$ cat src/rtl/usb_tx_pkg.sv
// -----------------------------------------------------------------------------
// usb_tx_pkg
// Shared definitions for the USB transmit packet controller:
//   - tx_packet request codes presented by the protocol layer
//   - 4-bit PID values (the transmitted PID byte is {~pid, pid})
//   - packet controller state encoding (IDLE must stay 0: reset drives
//     state_val to 0)
//   - default SYNC byte and the CRC16 byte-update helper
// -----------------------------------------------------------------------------
package usb_tx_pkg;

  localparam logic [2:0] TX_NONE  = 3'd0;
  localparam logic [2:0] TX_DATA0 = 3'd1;
  localparam logic [2:0] TX_DATA1 = 3'd2;
  localparam logic [2:0] TX_ACK   = 3'd3;
  localparam logic [2:0] TX_NAK   = 3'd4;
  localparam logic [2:0] TX_STALL = 3'd5;

  localparam logic [3:0] PID_DATA0 = 4'h3;
  localparam logic [3:0] PID_DATA1 = 4'hB;
  localparam logic [3:0] PID_ACK   = 4'h2;
  localparam logic [3:0] PID_NAK   = 4'hA;
  localparam logic [3:0] PID_STALL = 4'hE;

  localparam logic [7:0]  SYNC_BYTE_DEFAULT = 8'h80;
  localparam logic [15:0] CRC16_POLY        = 16'hA001;
  localparam logic [15:0] CRC16_INIT        = 16'hFFFF;

  typedef enum logic [3:0] {
    ST_IDLE     = 4'd0,
    ST_SYNC     = 4'd1,
    ST_PID      = 4'd2,
    ST_DATA     = 4'd3,
    ST_CRC_LO   = 4'd4,
    ST_CRC_HI   = 4'd5,
    ST_EOP      = 4'd6,
    ST_WAIT_CLR = 4'd7
  } tx_state_e;

  // Maps a request code to its PID nibble; unsupported codes never reach here.
  function automatic logic [3:0] code_to_pid(input logic [2:0] code);
    case (code)
      TX_DATA0: return PID_DATA0;
      TX_DATA1: return PID_DATA1;
      TX_ACK:   return PID_ACK;
      TX_NAK:   return PID_NAK;
      default:  return PID_STALL;
    endcase
  endfunction

  // Reflected CRC16 over one byte, LSB first.
  function automatic logic [15:0] crc16_byte(input logic [15:0] crc,
                                             input logic [7:0]  data);
    logic [15:0] c;
    c = crc ^ {8'h00, data};
    for (int i = 0; i < 8; i++) begin
      c = c[0] ? ((c >> 1) ^ CRC16_POLY) : (c >> 1);
    end
    return c;
  endfunction

endpackage

$ cat src/rtl/usb_tx_pkt_ctrl_crc16.sv
// -----------------------------------------------------------------------------
// usb_crc16
// Byte-wide CRC16 accumulator (reflected poly 0xA001, init 0xFFFF).
// Ports:
//   clk, n_rst  clock / asynchronous active-low reset (crc -> 0xFFFF)
//   clear_i     reload 0xFFFF (has priority over enable_i)
//   enable_i    fold data_i into the running CRC this cycle
//   data_i      byte to accumulate
//   crc_o       running CRC (not inverted)
// -----------------------------------------------------------------------------
module usb_crc16
  import usb_tx_pkg::*;
(
  input  logic        clk,
  input  logic        n_rst,
  input  logic        clear_i,
  input  logic        enable_i,
  input  logic [7:0]  data_i,
  output logic [15:0] crc_o
);

  logic [15:0] crc_q;
  logic [15:0] crc_d;

  always_comb begin
    crc_d = crc_q;
    if (clear_i) begin
      crc_d = CRC16_INIT;
    end else if (enable_i) begin
      crc_d = crc16_byte(crc_q, data_i);
    end
  end

  always_ff @(posedge clk or negedge n_rst) begin
    if (!n_rst) begin
      crc_q <= CRC16_INIT;
    end else begin
      crc_q <= crc_d;
    end
  end

  assign crc_o = crc_q;

endmodule

$ cat src/rtl/usb_tx_pkt_ctrl.sv
// -----------------------------------------------------------------------------
// usb_tx_pkt_ctrl
// Sequences one USB packet (SYNC, PID, optional DATA payload + CRC16, EOP)
// into a byte-serial shifter/encoder.
// Build option: define USB_TX_STALL_EN to allow STALL handshakes (code 5);
// without it code 5 is rejected like codes 6-7.
// Ports:
//   clk, n_rst            clock / asynchronous active-low reset
//   tx_packet             request code (0 none, 1 DATA0, 2 DATA1, 3 ACK,
//                         4 NAK, 5 STALL)
//   tx_packet_data_size   payload byte count for DATA requests
//   tx_packet_data        head of the first-word-fall-through TX buffer
//   get_tx_packet         buffer pop strobe (with each DATA byte load)
//   byte_complete         shifter finished current byte / EOP
//   load_enable, data_pts one-cycle load strobe and byte for the shifter
//   eop                   encoder drives EOP while high
//   tx_busy               high outside IDLE
//   tx_done, tx_error     one-cycle completion / rejection pulses
//   state_val             current state encoding
// -----------------------------------------------------------------------------
module usb_tx_pkt_ctrl
  import usb_tx_pkg::*;
#(
  parameter int         MAX_DATA_BYTES = 64,
  parameter int         SIZE_W         = 7,
  parameter logic [7:0] SYNC_BYTE      = SYNC_BYTE_DEFAULT
) (
  input  logic              clk,
  input  logic              n_rst,
  input  logic [2:0]        tx_packet,
  input  logic [SIZE_W-1:0] tx_packet_data_size,
  input  logic [7:0]        tx_packet_data,
  output logic              get_tx_packet,
  input  logic              byte_complete,
  output logic              load_enable,
  output logic [7:0]        data_pts,
  output logic              eop,
  output logic              tx_busy,
  output logic              tx_done,
  output logic              tx_error,
  output logic [3:0]        state_val
);

  localparam int CNT_W = $clog2(MAX_DATA_BYTES + 1);

  function automatic logic code_supported(input logic [2:0] code);
    case (code)
      TX_DATA0, TX_DATA1, TX_ACK, TX_NAK: return 1'b1;
`ifdef USB_TX_STALL_EN
      TX_STALL: return 1'b1;
`endif
      default: return 1'b0;
    endcase
  endfunction

  function automatic logic code_is_data(input logic [2:0] code);
    return (code == TX_DATA0) || (code == TX_DATA1);
  endfunction

  tx_state_e         state_q;
  logic [2:0]        code_q;
  logic [SIZE_W-1:0] size_q;
  logic [CNT_W-1:0]  cnt_q;
  logic              last_q;
  logic              load_q;
  logic [7:0]        data_q;
  logic              get_q;
  logic              eop_q;
  logic              busy_q;
  logic              done_q;
  logic              err_q;
  logic [15:0]       crc;
  logic              byte_done;
  logic              req_bad;

  // A completion seen in the load cycle itself is ignored: the CRC folds
  // each DATA byte in the cycle after its load, so the earliest legal
  // advance is one cycle after load_enable.
  assign byte_done = byte_complete && !load_q;

  assign req_bad = !code_supported(tx_packet) ||
                   (code_is_data(tx_packet) &&
                    (32'(tx_packet_data_size) > MAX_DATA_BYTES));

  usb_crc16 u_crc (
    .clk      (clk),
    .n_rst    (n_rst),
    .clear_i  (state_q == ST_IDLE),
    .enable_i (get_q),
    .data_i   (data_q),
    .crc_o    (crc)
  );

  always_ff @(posedge clk or negedge n_rst) begin
    if (!n_rst) begin
      state_q <= ST_IDLE;
      code_q  <= TX_NONE;
      size_q  <= '0;
      cnt_q   <= '0;
      last_q  <= 1'b0;
      load_q  <= 1'b0;
      data_q  <= 8'h00;
      get_q   <= 1'b0;
      eop_q   <= 1'b0;
      busy_q  <= 1'b0;
      done_q  <= 1'b0;
      err_q   <= 1'b0;
    end else begin
      load_q <= 1'b0;
      get_q  <= 1'b0;
      done_q <= 1'b0;
      err_q  <= 1'b0;
      unique case (state_q)
        ST_IDLE: begin
          if (tx_packet != TX_NONE) begin
            busy_q <= 1'b1;
            if (req_bad) begin
              err_q   <= 1'b1;
              state_q <= ST_WAIT_CLR;
            end else begin
              code_q  <= tx_packet;
              size_q  <= tx_packet_data_size;
              cnt_q   <= '0;
              load_q  <= 1'b1;
              data_q  <= SYNC_BYTE;
              state_q <= ST_SYNC;
            end
          end
        end
        ST_SYNC: begin
          if (byte_done) begin
            load_q  <= 1'b1;
            data_q  <= {~code_to_pid(code_q), code_to_pid(code_q)};
            state_q <= ST_PID;
          end
        end
        ST_PID, ST_DATA: begin
          if (byte_done) begin
            if (!code_is_data(code_q)) begin
              eop_q   <= 1'b1;
              state_q <= ST_EOP;
            end else if ((state_q == ST_PID && size_q == '0) ||
                         (state_q == ST_DATA && last_q)) begin
              load_q  <= 1'b1;
              data_q  <= ~crc[7:0];
              state_q <= ST_CRC_LO;
            end else begin
              load_q  <= 1'b1;
              get_q   <= 1'b1;
              data_q  <= tx_packet_data;
              cnt_q   <= cnt_q + 1'b1;
              last_q  <= (32'(cnt_q) + 32'd1) == 32'(size_q);
              state_q <= ST_DATA;
            end
          end
        end
        ST_CRC_LO: begin
          if (byte_done) begin
            load_q  <= 1'b1;
            data_q  <= ~crc[15:8];
            state_q <= ST_CRC_HI;
          end
        end
        ST_CRC_HI: begin
          if (byte_done) begin
            eop_q   <= 1'b1;
            state_q <= ST_EOP;
          end
        end
        ST_EOP: begin
          if (byte_done) begin
            eop_q   <= 1'b0;
            done_q  <= 1'b1;
            state_q <= ST_WAIT_CLR;
          end
        end
        ST_WAIT_CLR: begin
          // Request must be withdrawn before another can be accepted.
          if (tx_packet == TX_NONE) begin
            busy_q  <= 1'b0;
            state_q <= ST_IDLE;
          end
        end
        default: begin
          eop_q   <= 1'b0;
          busy_q  <= 1'b0;
          state_q <= ST_IDLE;
        end
      endcase
    end
  end

  assign get_tx_packet = get_q;
  assign load_enable   = load_q;
  assign data_pts      = data_q;
  assign eop           = eop_q;
  assign tx_busy       = busy_q;
  assign tx_done       = done_q;
  assign tx_error      = err_q;
  assign state_val     = state_q;

endmodule

$ cat config.mk
export PLATFORM = sky130hd
export DESIGN_NAME = usb_tx_pkt_ctrl
export DESIGN_NICKNAME = d
export VERILOG_FILES = /design/src/rtl/usb_tx_pkg.sv /design/src/rtl/usb_tx_pkt_ctrl_crc16.sv /design/src/rtl/usb_tx_pkt_ctrl.sv
export SDC_FILE = /design/constraint.sdc
export NUM_CORES = 1
export LEC_CHECK = 0
export ABC_AREA = 1
export CAP_MARGIN = 15
export CORE_MARGIN = 10
export CORE_UTILIZATION = 55
export DETAILED_ROUTE_END_ITERATION = 7
export PLACE_DENSITY = 0.79
export SLEW_MARGIN = 20
export SYNTH_ARGS = -nofsm -noshare
export SYNTH_HDL_FRONTEND = slang
export SYNTH_SLANG_ARGS = --single-unit
$ cat constraint.sdc
create_clock -name clk -period 1.7 [get_ports clk]
set_input_delay 0.34 -clock clk [delete_from_list [all_inputs] [get_ports clk]]
set_output_delay 0.34 -clock clk [all_outputs]
set_load 0.02 [all_outputs]
; After elaboration in Yosys (flattened, before gate mapping)
; Cells that the tools add are included.
[op_classes]
add_sub_neg = 2
order_cmp = 1
eq_ne = 27
mux = 61
bitwise = 16
reduce_logical = 29
[ops]
columns = operator, count
row1 = 16-bit two-way mux, 10
row2 = 8-bit two-way mux, 7
row3 = 4-bit two-way mux, 9
row4 = 7-bit two-way mux, 5
row5 = 8-bit one-hot mux with 4 select lines, 1
row6 = 4-bit one-hot mux with 7 select lines, 1
row7 = 2-bit NOT with 3-bit output, 8
row8 = 2-bit != test (second input constant), 11
row9 = 1-bit two-way mux, 20
row10 = 4-bit by 3-bit == test with 1-bit output (second input constant), 4
row11 = 8-bit NOT, 2
row12 = 4-bit one-hot mux with 4 select lines, 1
row13 = 16-bit by 8-bit bitwise XOR with 16-bit output, 1
row14 = 7-bit one-hot mux with 2 select lines, 1
row15 = 7-bit AND reduction, 2
row16 = 3-bit by 2-bit == test with 1-bit output (second input constant), 4
row17 = 3-bit two-way mux, 3
row18 = 7-bit by 1-bit adder with 8-bit output (second input constant), 1
row19 = 4-bit by 2-bit == test with 1-bit output (second input constant), 2
row20 = 8-bit by 7-bit == test with 1-bit output, 1
row21 = 4-bit OR reduction, 2
row22 = 7-bit by 1-bit adder with 7-bit output (second input constant), 1
row23 = 7-bit > comparator (second input constant), 1
row24 = 7-bit zero test, 1
row25 = other kinds (21), 37
[word_totals]
reg_bits = 52
inputBits = 21
out_inout_bits = 18
word_cells = 149

; Longest topological paths before layout
; Gate-level depths: netlist (run 1).
[depth]
depth_word = 19
depth_mapped = 15
depth_no_buf = 15

; Cells and area by module
; From an unflattened synthesis (run 1), not the netlist that was laid out.
[unflattened]
hier_cells = 486
area_unflattened_um2 = 3377.0
[modules_own_cells]
columns = mod, n_inst, cells_each, area_each_um2, seq_area_each_um2
row1 = usb_tx_pkt_ctrl, 1, 338, 2303.5, 875.8
row2 = usb_crc16, 1, 148, 1073.5, 420.4

; Worst setup path before layout (run 1)
; No wires, ideal clock.
[synth_path]
kind = register to register
from = register state_q[1] (netlist: state_val[1])
to = register state_q[0] (netlist: state_val[0])
arrival_time_ns = 1.523
required_ns = 1.575
path_slack_ns = 0.051
stages_incl_launch_ff = 11
synth_period_minus_slack_ns = 1.649
cell_sequence = dfrtp_1 > nor2_2 > inv_2 > nor2_4 > inv_2 > nor2_1 > a21oi_1 > nand3_1 > inv_1 > o21ai_0 > o21ai_1
[synth_via]
elab_chain_len = 7
elab_cells_between_ends = 24
cone_classes = 14 x eq/ne / 4 x mux / 6 x reduce/logical
[synth_lines]
columns = element, line
row1 = from (decl), usb_tx_pkt_ctrl.sv:60  ; tx_state_e state_q;
row2 = from (signal assigned), usb_tx_pkt_ctrl.sv:96  ; state_q <= ST_IDLE;
row3 = from (signal assigned), usb_tx_pkt_ctrl.sv:119  ; state_q <= ST_WAIT_CLR;
row4 = from (signal assigned), usb_tx_pkt_ctrl.sv:126  ; state_q <= ST_SYNC;
row5 = 4-bit by 2-bit == test with 1-bit output (on tied branches), "usb_tx_pkt_ctrl.sv:113, usb_tx_pkt_ctrl.sv:142, usb_tx_pkt_ctrl.sv:143"
row6 = 1-bit logical AND (on tied branches), "usb_tx_pkt_ctrl.sv:142, usb_tx_pkt_ctrl.sv:143"
row7 = 1-bit logical OR, usb_tx_pkt_ctrl.sv:142  ; end else if ((state_q == ST_PID && size_q == '0) ||
row8 = 3-bit two-way mux, usb_tx_pkt_ctrl.sv:142
row9 = 3-bit two-way mux, usb_tx_pkt_ctrl.sv:139  ; if (!code_is_data(code_q)) begin
row10 = 4-bit two-way mux, usb_tx_pkt_ctrl.sv:138  ; if (byte_done) begin
row11 = 4-bit one-hot mux with 7 select lines, usb_tx_pkt_ctrl.sv:113  ; unique case (state_q)
; Several ways; a longest one is shown, not always the timed one. The select of a mux whose other input is x is not followed.
; A chain may end at the register's enable or synchronous reset.

; Worst setup path after layout (run 1)
[layout_path]
from = register u_crc.crc_q[3] (netlist: u_crc.crc_o[3])
to = register u_crc.crc_q[0] (netlist: u_crc.crc_o[0])
[layout_via]
elab_chain_len = 12
[layout_lines]
columns = element, line
row1 = from (decl), usb_tx_pkt_ctrl_crc16.sv:22  ; logic [15:0] crc_q;
row2 = from (signal assigned), usb_tx_pkt_ctrl_crc16.sv:38  ; crc_q <= crc_d;
row3 = 16-bit by 8-bit bitwise XOR with 16-bit output (*), usb_tx_pkg.sv:55  ; c = crc ^ {8'h00, data};
row4 = 16-bit two-way mux (*) (2 in a row), usb_tx_pkg.sv:57  ; c = c[0] ? ((c >> 1) ^ CRC16_POLY) : (c >> 1);
row5 = 2-bit NOT with 3-bit output (no source line), -
row6 = 16-bit two-way mux (*) (6 in a row), usb_tx_pkg.sv:57
row7 = 16-bit two-way mux (*), usb_tx_pkt_ctrl_crc16.sv:29  ; end else if (enable_i) begin
row8 = 16-bit two-way mux (*), usb_tx_pkt_ctrl_crc16.sv:27  ; if (clear_i) begin
; Mark *: on every way between the ends. The rest lies on a longest branch, timed or not. The select of a mux whose other input is x is not followed.

==> qor.txt, run 1 <==
Final slew viol count -> 0
Setup WS pre-CTS -> -198.1 ps
Gr usage total -> 0.1999
Max VDD drop -> 1.254 mV
GPL Wtd Cong -> 0.9327
Period utilisation layout -> 1.054
Clk network pwr share -> 0.106
CP max FO -> 3
Dpl hpwl -> 6626 microns
Post-route minimum period -> 1791 ps
Die ar. -> 8979 sq um
Die width -> 94.76 microns
Die Y -> 94.76 microns
CP required -> 1960 ps
Worst-Skew Late Latency -> 320 ps
Via count -> 3,222
Global-route wire length before repair -> 14,370 microns
Largest cells by area after synthesis -> dfrtp_1 (28%), nand2_1 (14%), dfstp_2 (14%)
Design internal power -> 4816 uW
Mean Syn Cell Area -> 7.535 sq um
Post-synth top area cell -> dfrtp_1
Initial antenna violation count -> 0
Most common library cells after synthesis -> nand2_1 (115), inv_1 (58), dfrtp_1 (35), nor2_1 (35), o21ai_1 (21)
# hold bufs at CTS -> 0
Max Clock Freq -> 558.3 MHz
Outcome -> finished with violations
CTS Sinks -> 51
Layout cells sized above 1 -> 0.2978
Number of flops mapped to enable cells by yosys -> 0
Final setup vio count -> 7
Async S/R FF share, synth -> 1.000
Syn. warnings -> 0
Clock tree root buffer cell -> clkbuf_8
Critical Path AT -> 2050 ps
Failing checks -> hold timing, setup timing
Layout fillers -> 406
Worst Skew -> 7.591 ps
Area Overhead vs Synth -> 40.05%
CTS clk-pin slew, worst paths -> 100 ps
R2R setup slack -> -90 ps
Power Density -> 2111 nW/um^2
Worst Max-Slew Pin Slew -> 522.0 ps
RSZ-0062 raised after global routing -> yes
CTS tree -> done
CP Launch Type -> register
Number of global-route vias before repair -> 3,045
H-tree levels -> 2
Hold_ws -> -13.11 ps
Final layout net count -> 528
DRT Wirelength -> 9500 microns
Final setup margin -> -91.28 ps
Placed Cells incl. Taps -> 554
Mapped Nets -> 430
Most frequent cell after synthesis -> nand2_1
Post-route cell area -> 4305 sq um
Largest net degree at the start of global routing -> 25
Endpoints failing hold -> 10
Lkg Pwr -> 0.002162 uW
DR iter-0 viols -> 244
MaxCap Viol Count -> 0
Sw Ratio -> 0.4701
Worst Setup Path Type -> register to register
Post-Syn Area -> 3074 sq um
Routed Antenna Nets -> 0
DRC -> 0
Maximum root-to-sink buffer count -> 2
Main flop type after synthesis -> dfrtp_1
Combinational power share -> 0.640
# diodes -> 0
Post-synthesis cell count -> 408
Number of buffers created by CTS -> 5
Final cell count without fillers -> 579
Overflow after GRT -> 0
Register share of total power -> 0.254
Post-layout util -> 0.7867
Post-synthesis cell type count -> 40
Via/cell ratio -> 5.565
Post-place instance area -> 3861 sq um
Share of the synthesized area in the top cell type -> 0.2849
Overall Power -> 9088 uW
Initial Util -> 0.5617
I/O Buffers -> 37
Max-slew headroom at the worst pin -> 0.6520
Class of the worst hold path -> input pin to asynchronous set/reset pin
CP endpoint kind -> register
Register bit total from synthesis -> 51
Rows -> 27
Sw power -> 4272 uW
DRT Pass-1 Iters -> 6
Core outline area -> 5473 sq um
Detail-routed net length per standard cell -> 16.41 microns
Num ports -> 39
Register area share after synthesis -> 0.4217
-- layout by cell type (no fill, tap or decap), drive strengths merged, types with 7 or more instances in the layout --
cell type and instances:
clkdlybuf4s50 25, buf 61, nand3 21, nor2 44, o21ai 37, xnor2 7
dfstp 16, inv 65, clkbuf 7, xor2 8, nand2 119, a21oi 13
dfrtp 35
-- power by group through the flow --
| stage | clock network (uW) | logic (uW) | registers, uW |
|---|---|---|---|
| final | 965 | 5820 | 2300 |
| after global routing | 1010 | 6350 | 2360 |
| after CTS | 966 | 4940 | 2270 |
| after detailed placement | 0 | 4910 | 2280 |
| after global placement | 0 | 4780 | 2260 |
| after floorplan | 0 | 2910 | 2400 |
-- logic make-up (layout without fill, tap and decap cells) --
group                      count (synthesis)  after routing  share of synthesized area
DFF                                       51             51                     0.4217
xor gates and xnor gates                  15             15                    0.04274
other                                      1              1                   0.001220
adders and majority gates                  1              1                   0.004069
AOI/OAI and AO/OA                         72             72                     0.1457
buffers and inverters                     71            170                    0.09361
and+or+nand+nor                          197            197                     0.2910
-- worst paths after layout --
| path | startpoint | to | depth (start not counted) |
|---|---|---|---|
| min in group clk | u_crc.crc_o[6] | u_crc.crc_o[6] | 2 |
| worst min-delay path | n_rst | get_tx_packet | 1 |
| max in group asynchronous | n_rst | u_crc.crc_o[0] | 2 |
| worst max register to register | u_crc.crc_o[3] | u_crc.crc_o[0] | 12 |
| worst max-delay path | u_crc.crc_o[3] | u_crc.crc_o[0] | 12 |
| worst min register to register | u_crc.crc_o[6] | u_crc.crc_o[6] | 2 |
-- stage by stage --
| step | TNS [ps] | hold WS, ps |
|---|---|---|
| 6_report | -189.7 | -13.11 |
| 5_1_grt | -1824 | 3.870 |
| 4_1_cts | -56.11 | 6.931 |
| 3_5_place_dp | -3274 | 348.1 |
| 3_3_place_gp | -2253 | 347.7 |
| 2_1_floorplan | 0 | 44.41 |
-- cell type report --
type / count / area, sq um / area share
multi-input combinational: 286 / 1640 / 0.3810
sequential: 51 / 1300 / 0.3019
tap: 72 / 90.09 / 0.02092
inverter: 65 / 249.0 / 0.05783
clock inverter: 1 / 30.03 / 0.006975
timing repair buffer: 97 / 898.4 / 0.2087
clock buffer: 7 / 97.59 / 0.02267
-- state kept, by name (all words and copies together) (netlist names) --
register / flops
tx_error: 1
state_val: 3
code_q: 3
cnt_q: 7
size_q: 7
last_q: 1
tx_busy: 1
eop: 1
u_crc.crc_o: 16
get_tx_packet: 1
tx_done: 1
data_pts: 8
load_enable: 1
-- repair_timing --
action / 4_1_cts / 5_1_grt
gates cloned: 0 / 1
endpoints found under the setup margin: 17 / 30
gates resized for setup: 10 / 54
buffers inserted: 1 / 15
pin swaps: 0 / 20
-- layer usage --
layer,wire length [microns],global-route usage,share of wire
met1,3619,0.2235,0.38
met2,5088,0.3667,0.54
met3,564,0.03886,0.059
met4,227,0.07232,0.024
met5,0,0,0
-- worst max-delay path: stages, from the launching register on --
cell     delay (ps)
dfstp_2         610
xor2_2          250
nand2_1         110
nand2_2          90
nand2_2          70
nand2_2          70
nand2_2          80
nand2_2         100
nand2_1          60
nand3_1          90
nand3_2          80
nand2_1          80
inv_1            40
Power figures use the tool's default switching activity.
==> run 2: changes to the inputs <==
--- a/config.mk
+++ b/config.mk
@@ -10,6 +10,7 @@
 export CORE_MARGIN = 10
 export CORE_UTILIZATION = 55
 export DETAILED_ROUTE_END_ITERATION = 7
+export GPL_TIMING_DRIVEN = 0
 export PLACE_DENSITY = 0.79
 export SLEW_MARGIN = 20
 export SYNTH_ARGS = -nofsm -noshare
==> qor.txt, run 2 (synthesized netlist as in run 1, its figures left out) <==
Maximum root-to-sink buffer count -> 2 (unchanged)
DRC -> 0 (unchanged)
Largest net degree at the start of global routing -> 52 (was 25)
Detail-routed net length per standard cell -> 16.54 microns (was 16.41 microns)
CTS Sinks -> 51 (unchanged)
Clk network pwr share -> 0.083 (was 0.106)
CP endpoint kind -> register (unchanged)
Layout cells sized above 1 -> 0.2786 (was 0.2978)
Via count -> 3,079 (was 3,222)
DR iter-0 viols -> 172 (was 244)
# diodes -> 0 (unchanged)
Global-route wire length before repair -> 14,230 microns (was 14,370 microns)
Rows -> 27 (unchanged)
Core outline area -> 5473 sq um (unchanged)
Largest stage delay, worst path -> 440 ps (was 610 ps)
Num ports -> 39 (unchanged)
Final slew viol count -> 0 (unchanged)
Overflow after GRT -> 0 (unchanged)
Worst-Skew Late Latency -> 310 ps (was 320 ps)
Final setup margin -> -19.71 ps (was -91.28 ps)
MaxCap Viol Count -> 0 (unchanged)
Initial antenna violation count -> 0 (unchanged)
Top Metal Used -> met4 (unchanged)
H-tree levels -> 2 (unchanged)
Max-slew headroom at the worst pin -> 0.5704 (was 0.6520)
Critical-path cell list -> inv_2, or2_4, nor2_4, nor2_2, a21oi_4, buf_12, nand4_1, o21ai_1, inv_1 (was xor2_2, nand2_1, nand2_2, nand2_2, nand2_2, nand2_2, nand2_2, nand2_1, nand3_1, nand3_2, nand2_1, inv_1)
Outcome -> finished with violations (unchanged)
Max Clock Freq -> 581.5 MHz (was 558.3 MHz)
Number of global-route vias before repair -> 3,043 (was 3,045)
Layout fillers -> 421 (was 406)
Endpoints failing hold -> 0 (was 10)
Number of buffers created by CTS -> 5 (unchanged)
Register share of total power -> 0.283 (was 0.254)
Area Overhead vs Synth -> 31.66% (was 40.05%)
Class of the worst hold path -> input pin to asynchronous set/reset pin (unchanged)
Die ar. -> 8979 sq um (unchanged)
Period utilisation layout -> 1.012 (was 1.054)
CP max FO -> 5 (was 3)
Critical path's top delay family -> simple AND/OR/NAND/NOR gates (unchanged)
Worst Max-Slew Pin Slew -> 644.5 ps (was 522.0 ps)
CTS clk-pin slew, worst paths -> 100 ps (about the same)
Power Density -> 2076 nW/um^2 (was 2111 nW/um^2)
Max FFs per register -> 16 (unchanged)
Worst Skew -> 13.59 ps (was 7.591 ps)
Design internal power -> 4244 uW (was 4816 uW)
Final setup vio count -> 2 (was 7)
Final layout net count -> 502 (was 528)
CTS tree -> done (unchanged)
RSZ-0062 raised after global routing -> yes (unchanged)
Combinational power share -> 0.634 (was 0.640)
I/O Buffers -> 37 (unchanged)
Failing checks -> setup timing (was hold timing, setup timing)
CP Launch Type -> register (unchanged)
Max VDD drop -> 0.8744 mV (was 1.254 mV)
CP required -> 1920 ps (was 1960 ps)
CP bufs+invs -> 3 (was 1)
Post-route minimum period -> 1720 ps (was 1791 ps)
# hold bufs at CTS -> 0 (unchanged)
Worst Setup SP -> state_val[0] (was u_crc.crc_o[3])
Routed Antenna Nets -> 0 (unchanged)
DRT Pass-1 Iters -> 5 (was 6)
Gr usage total -> 0.1984 (was 0.1999)
Routed wl met3 -> 526 microns (was 564 microns)
Lkg Pwr -> 0.002012 uW (was 0.002162 uW)
DRT Wirelength -> 9147 microns (was 9500 microns)
Sw Ratio -> 0.4950 (was 0.4701)
Hold_ws -> 49.51 ps (was -13.11 ps)
R2R Path Start -> state_val[0] (was u_crc.crc_o[3])
Commonest non-fill, non-tap cell in the layout -> nand2_1 (unchanged)
Via/cell ratio -> 5.568 (was 5.565)
Critical Path AT -> 1930 ps (was 2050 ps)
Dpl hpwl -> 5962 microns (was 6626 microns)
Clock tree root buffer cell -> clkbuf_8 (unchanged)
Die Y -> 94.76 microns (unchanged)
Worst Setup Path Type -> register to register (unchanged)
M1 wire length -> 3584 microns (was 3619 microns)
Slowest cell on the critical path -> dfrtp_2 (was dfstp_2)
Overall Power -> 8403 uW (was 9088 uW)
Initial Util -> 0.5617 (unchanged)
Die width -> 94.76 microns (unchanged)
GPL Wtd Cong -> 0.9038 (was 0.9327)
Most frequent cells in the layout -> nand2_1 (93), inv_1 (49), nor2_1 (32), dfrtp_1 (30), buf_4 (27) (was nand2_1 (99), inv_1 (52), buf_4 (51), nor2_1 (33), dfrtp_1 (32))
Routed met2 length -> 4630 microns (was 5088 microns)
Sw power -> 4159 uW (was 4272 uW)
==> run 2: cell count changes in the layout (fill, tap and decap cells not counted), sizes merged <==
cell | previous run | this run
buf | 61 | 32
clkdlybuf4s50 | 25 | 23
clkbuf | 7 | 9
nor2 | 44 | 45
bufinv | 1 | 0
clkinv | 0 | 1
dlymetal6s2s | 5 | 6
dlygate4sd2 | 6 | 7
==> run 2: repair_timing <==
| action | 4_1_cts | 5_1_grt |
|---|---|---|
| gates cloned | 1 | 0 |
| buffers inserted | 15 | 12 |
| setup endpoints to repair | 47 | 46 |
| gates resized for setup | 17 | 66 |
| pin swaps | 6 | 17 |
==> run 2: final cells by class <==
class / instances / area, sq um / share of cell area
buffer: 6 / 53.80 / 0.01329
clock buffer: 7 / 76.32 / 0.01886
clock inverter: 1 / 5.005 / 0.001236
inverter: 65 / 249.0 / 0.06151
multi-input combinational: 287 / 1665 / 0.4114
sequential: 51 / 1303 / 0.3218
tap: 72 / 90.09 / 0.02226
timing repair buffer: 64 / 605.6 / 0.1496
==> run 2: through the flow <==
step / worst slack [ps] / cells / area (sq um) / setup TNS, ps / utilization
detailed placement: -338.1 / 517 / 3532 / -7735 / 0.6454
CTS: -22.10 / 541 / 3772 / -34.85 / 0.6893
finish: -19.71 / 553 / 4048 / -31.09 / 0.7396
floorplan: 51.49 / 408 / 3074 / 0 / -
global placement: -1218 / 517 / 3535 / -60350 / 0.6459
global route: -100.5 / 553 / 4048 / -582.7 / 0.7396
==> run 2: per-layer routing <==
metal	global-route usage	up-vias
met1	0.2268	1461
met4	0.08354	0
met5	0	-
met3	0.03965	37
li1	-	1453
met2	0.3518	128
==> run 2: path summary, 6_finish.rpt <==
kind	cells past startpoint	slack, ps	end
worst max-delay path	9	-20	data_pts[7]
min in group clk	2	500	last_q
worst min register to register	2	500	last_q
max in group asynchronous	1	1170	cnt_q[0]
worst min-delay path	1	50	data_pts[2]
worst max register to register	9	-20	data_pts[7]
==> run 2: power groups by stage <==
| stage | sequential [uW] | clock, uW | combinational (uW) |
|---|---|---|---|
| 2_1_floorplan | 2400 | 0 | 2910 |
| 3_3_place_gp | 2310 | 0 | 4090 |
| 3_5_place_dp | 2330 | 0 | 4210 |
| 4_1_cts | 2310 | 701 | 4510 |
| 5_1_grt | 2430 | 763 | 5830 |
| 6_report | 2370 | 698 | 5330 |
